<file path="config.mk">
export PLATFORM = sky130hd
export DESIGN_NAME = syn_fifo_flags
export DESIGN_NICKNAME = d
export VERILOG_FILES = /design/src/rtl/syn_fifo_flags.sv
export SDC_FILE = /design/constraint.sdc
export NUM_CORES = 1
export LEC_CHECK = 0
export BUFFER_PORTS_ARGS = -buffer_cell sky130_fd_sc_hd__buf_2
export CAP_MARGIN = 20
export CORE_ASPECT_RATIO = 0.7
export CORE_MARGIN = 10
export CORE_UTILIZATION = 30
export DETAILED_ROUTE_END_ITERATION = 10
export PLACE_DENSITY = 0.48
export SLEW_MARGIN = 10
export SYNTH_ARGS = -nofsm -noshare
export SYNTH_HDL_FRONTEND = slang
export SYNTH_SLANG_ARGS = --single-unit
</file>
<file path="constraint.sdc">
create_clock -name clk -period 3.2 [get_ports clk]
set_input_delay 0.64 -clock clk [delete_from_list [all_inputs] [get_ports clk]]
set_output_delay 0.64 -clock clk [all_outputs]
set_load 0.02 [all_outputs]
</file>
<file path="src/rtl/syn_fifo_flags.sv">
// Synchronous FIFO with occupancy count and full/empty/almost/error flags.
// Define SYN_FIFO_FWFT_EN for first-word-fall-through read behaviour.
module syn_fifo_flags #(
  parameter int DATA_WIDTH    = 8,
  parameter int DEPTH         = 16,
  parameter int AFULL_THRESH  = DEPTH - 4,
  parameter int AEMPTY_THRESH = 2
) (
  input  logic                     clk,
  input  logic                     rst,
  input  logic                     wr_en,
  input  logic [DATA_WIDTH-1:0]    w_data,
  input  logic                     rd_en,
  output logic [DATA_WIDTH-1:0]    r_data,
  output logic                     r_valid,
  output logic                     full,
  output logic                     empty,
  output logic                     almost_full,
  output logic                     almost_empty,
  output logic                     overflow,
  output logic                     underflow,
  output logic [$clog2(DEPTH):0]   count
);

  localparam int PW = $clog2(DEPTH);
  localparam int CW = PW + 1;

  logic [DATA_WIDTH-1:0] mem_q [DEPTH];

  logic [PW:0]   wr_ptr_q, wr_ptr_d;
  logic [PW:0]   rd_ptr_q, rd_ptr_d;
  logic [CW-1:0] count_q, count_d;
  logic          ovf_q, ovf_d;
  logic          unf_q, unf_d;
  logic          rd_acc, wr_acc;

  assign full         = (count_q == CW'(DEPTH));
  assign empty        = (count_q == '0);
  assign almost_full  = (count_q >= CW'(AFULL_THRESH));
  assign almost_empty = (count_q <= CW'(AEMPTY_THRESH));
  assign count        = count_q;
  assign overflow     = ovf_q;
  assign underflow    = unf_q;

  // A read frees a slot in the same cycle, so a full FIFO still takes a write.
  always_comb begin
    rd_acc   = rd_en && !empty;
    wr_acc   = wr_en && (!full || rd_acc);
    wr_ptr_d = wr_ptr_q + {{PW{1'b0}}, wr_acc};
    rd_ptr_d = rd_ptr_q + {{PW{1'b0}}, rd_acc};
    count_d  = count_q;
    unique case ({wr_acc, rd_acc})
      2'b10:   count_d = count_q + 1'b1;
      2'b01:   count_d = count_q - 1'b1;
      default: count_d = count_q;
    endcase
    ovf_d = wr_en && full && !rd_acc;
    unf_d = rd_en && empty;
  end

  always_ff @(posedge clk) begin
    if (rst) begin
      wr_ptr_q <= '0;
      rd_ptr_q <= '0;
      count_q  <= '0;
      ovf_q    <= 1'b0;
      unf_q    <= 1'b0;
    end else begin
      wr_ptr_q <= wr_ptr_d;
      rd_ptr_q <= rd_ptr_d;
      count_q  <= count_d;
      ovf_q    <= ovf_d;
      unf_q    <= unf_d;
    end
  end

  always_ff @(posedge clk) begin
    if (!rst && wr_acc) begin
      mem_q[wr_ptr_q[PW-1:0]] <= w_data;
    end
  end

`ifdef SYN_FIFO_FWFT_EN
  assign r_data  = empty ? '0 : mem_q[rd_ptr_q[PW-1:0]];
  assign r_valid = !empty;
`else
  logic [DATA_WIDTH-1:0] r_data_q, r_data_d;
  logic                  r_valid_q, r_valid_d;

  always_comb begin
    r_data_d  = r_data_q;
    r_valid_d = rd_acc;
    if (rd_acc) begin
      r_data_d = mem_q[rd_ptr_q[PW-1:0]];
    end
  end

  always_ff @(posedge clk) begin
    if (rst) begin
      r_data_q  <= '0;
      r_valid_q <= 1'b0;
    end else begin
      r_data_q  <= r_data_d;
      r_valid_q <= r_valid_d;
    end
  end

  assign r_data  = r_data_q;
  assign r_valid = r_valid_q;
`endif

endmodule

</file>
==> reports/results.ini <==
[clocking]
cts.reportedPaths.clkPinSlew_ns = 0.06
post-cts-setup-buffer-count = 0
htreeDepth = 4
worstSkewPairLatency_ns = 0.42
max-clock-path-buffers = 2
post_cts_resize_count = 0
cts_hold_buffers = 0
cts_inserted_buffers = 17
tritoncts_clock_tree = built
cts.sink_count = 152
root_buffer = sky130_fd_sc_hd__clkbuf_16

[global_route]
grt.overflow.total = 0
first_global_vias = 3283
wire_length_of_the_first_global_routing_pass_um = 20500
grt_usage_pct = 10.4
grt_start_max_net_pins = 34
antenna_found_initial = 0

[floorplan]
io_pins = 32
die-area_sq_um = 26300
design.core.area_sq_um = 19800
placement_rows = 43
die_width_um = 190
floorplan.die.height_um = 139
effective_utilization_at_floorplan_pct = 30.5

[logic_synthesis]
yosysWarningCount = 0
synth_edf_count = 128
yosys.area.top_type_share_pct = 63.6
synth.mux.area_fraction_pct = 15.1
cell_count_after_synthesis = 331
synth_sequential_area_ratio_pct = 71.6
synth.net_count = 349
synth_top_family_by_area = multiplexers
synthMostInstantiatedCell = sky130_fd_sc_hd__edfxtp_1
synthFlopType = sky130_fd_sc_hd__edfxtp_1
synth.top_cells.by_area = sky130_fd_sc_hd__edfxtp_1 (64%), sky130_fd_sc_hd__mux4_2 (12%), sky130_fd_sc_hd__dfxtp_1 (8.0%)
post_synth_and_or_nand_nor_area_fraction_pct = 5.78
synth_xor_area_share_pct = 0.725
async_reset_ff_share_pct = 0
synthDistinctLibCells = 49
yosys.area_share.adder_pct = 1.24
yosys_register_bits = 152
postSynthAreaPerCell_sq_um = 18.3
synth-compound-area-share_pct = 3.79
yosys-top-cells-count = sky130_fd_sc_hd__edfxtp_1 (128), sky130_fd_sc_hd__mux4_2 (32), sky130_fd_sc_hd__dfxtp_1 (24), sky130_fd_sc_hd__nor2_1 (21), sky130_fd_sc_hd__mux2i_1 (17)
synth.cell_area_sq_um = 6040
synth_top_area_cell = sky130_fd_sc_hd__edfxtp_1

[placement]
finalWeightedCongestion = 0.808
dp.final_hpwl_um = 8750
post-place-cells = 636
placedInstanceArea_sq_um = 6630
place.port_buffers = 31

[layout]
finish.utilization_pct = 36.5
drive_above_1_share_pct = 31.7
final-instance-count-excl-fill = 668
stdcell_area_sq_um = 7230
num_antenna_cells = 0
flow.area_growth_from_synthesis_pct = 19.7
count_of_nets_after_finishing = 403
fillCellCount = 1884

[detailed_routing]
wl_per_cell_um = 20.1
wirelength_um = 13500
detail_route.drc_violations = 0
route.antenna.remaining_nets = 0
detail_route.iter0.violations = 286
viasPerCell = 4.76
count_of_vias_placed_by_the_detailed_router = 3178
drt_pass1_iterations = 4

[timing]
finalSetupViolCount = 0
layout_worst_path_cycle_share_pct = 79.5
fin_setup_tns_ns = 0
maxSlewViolCount = 0
max-slew-margin-rel_pct = 63.6
finalWorstPathRequiredPeriod_ns = 2.54
timing.final.hold_violations = 0
fmax_mhz = 393
skew_ns = 0.0148
worst_pin_slew_ns = 0.540
rsz0062_at_grt = false

[run_status]
run_status = complete, no violations

[setup_path]
critical_path_arrival_ns = 1.90
family_of_cells_with_the_greatest_summed_delay_on_the_critical_path = simple AND/OR/NAND/NOR gates
cp_slowest_stage_delay_ns = 0.50
startpoint_type = flip-flop
critical_path_peak_fanout = 11
cpMaxStageDelayCell = sky130_fd_sc_hd__nor4_1
cp_class = flip-flop to output pin
critical_path_buf_inv_count = 2
cell_breakdown_of_the_critical_path = nor4_1 -> nand2_1 -> inv_1 -> buf_2
required_ns = 2.56
worst_setup_path_end_kind = output pin

[hold_path]
min-delay-path-class = input port to flip-flop

[power_and_ir_drop]
total_leakage_power_uw = 0.00241
vdd_ir_drop_max_mv = 0.367
pwr_density_cell_nw_per_um2 = 758

[run]
cap_violations = 0

==> stage by stage <==
step                worst slack, ns  hold slack, ns  power [uW]
global route                  0.475           0.524        5730
CTS                           0.661           0.486        5540
finish                        0.655           0.499        5480
global placement              0.500           0.501        3480
floorplan                     0.776           0.530        3140
detailed placement            0.439           0.504        3490
==> flip-flops by register name, indices dropped and copies added, names as in the netlist <==
| register | count |
|---|---|
| underflow | 1 |
| mem_q | 128 |
| wr_ptr_q | 4 |
| rd_ptr_q | 4 |
| overflow | 1 |
| count | 5 |
| r_data | 8 |
| r_valid | 1 |
==> layer usage <==
metal	share of wire, %	vias up	track usage [%]
li1	-	1442	-
met1	50	1646	15.3
met2	43	79	14.6
met3	6.9	11	2.54
met4	0.89	0	3.37
met5	0	-	0
==> cells in the final DEF, fill, tap and decap left out, types with 3 or more instances in the layout <==
master / synthesis / final
sky130_fd_sc_hd__a21oi_1: 3 / 3
sky130_fd_sc_hd__buf_2: 5 / 31
sky130_fd_sc_hd__buf_4: 1 / 21
sky130_fd_sc_hd__clkbuf_16: 0 / 17
sky130_fd_sc_hd__dfxtp_1: 24 / 23
sky130_fd_sc_hd__edfxtp_1: 128 / 128
sky130_fd_sc_hd__ha_1: 6 / 6
sky130_fd_sc_hd__inv_1: 6 / 6
sky130_fd_sc_hd__inv_6: 0 / 5
sky130_fd_sc_hd__inv_8: 0 / 4
sky130_fd_sc_hd__mux2i_1: 17 / 17
sky130_fd_sc_hd__mux4_2: 32 / 32
sky130_fd_sc_hd__nand2_1: 6 / 6
sky130_fd_sc_hd__nand2b_1: 3 / 3
sky130_fd_sc_hd__nand3_1: 11 / 11
sky130_fd_sc_hd__nor2_1: 21 / 21
sky130_fd_sc_hd__nor2b_1: 6 / 6
sky130_fd_sc_hd__nor3_1: 6 / 6
sky130_fd_sc_hd__o221ai_1: 8 / 8
sky130_fd_sc_hd__xor2_1: 3 / 3
==> power by group <==
| part | internal [uW] | switching [uW] |
|---|---|---|
| sequential | 2250 | 143 |
| combinational | 452 | 592 |
| clock | 1190 | 860 |
==> area by class of cell <==
type                            count  area [sq um]  share of cell area (%)
Multi-Input combinational cell    155          1610                    22.3
Clock inverter                     14           174                    2.40
Sequential cell                   152          4330                    59.8
Inverter                            6          22.5                   0.311
Tap cell                          270           338                    4.67
Clock buffer                       18           429                    5.93
Timing Repair Buffer               53           333                    4.60
==> kinds of logic after synthesis <==
logic type	Yosys count
adders and majority gates	6
buffers and inverters	24
xor gates and xnor gates	5
muxes	51
DFF	152
and+or+nand+nor	67
AOI/OAI and AO/OA	26
==> path summary, 6_finish.rpt <==
kind         slack [ns]                      to              startpoint  cells after the start
max reg2reg        0.72   count[4]$_SDFFE_PP0P_   count[2]$_SDFFE_PP0P_                      7
min reg2reg        0.53  r_data[5]$_SDFFE_PP0N_  r_data[5]$_SDFFE_PP0N_                      2
min                0.50     overflow$_SDFF_PP0_                   rd_en                      2
max                0.66                    full   count[2]$_SDFFE_PP0P_                      4
(Power assumes the default switching activity.)
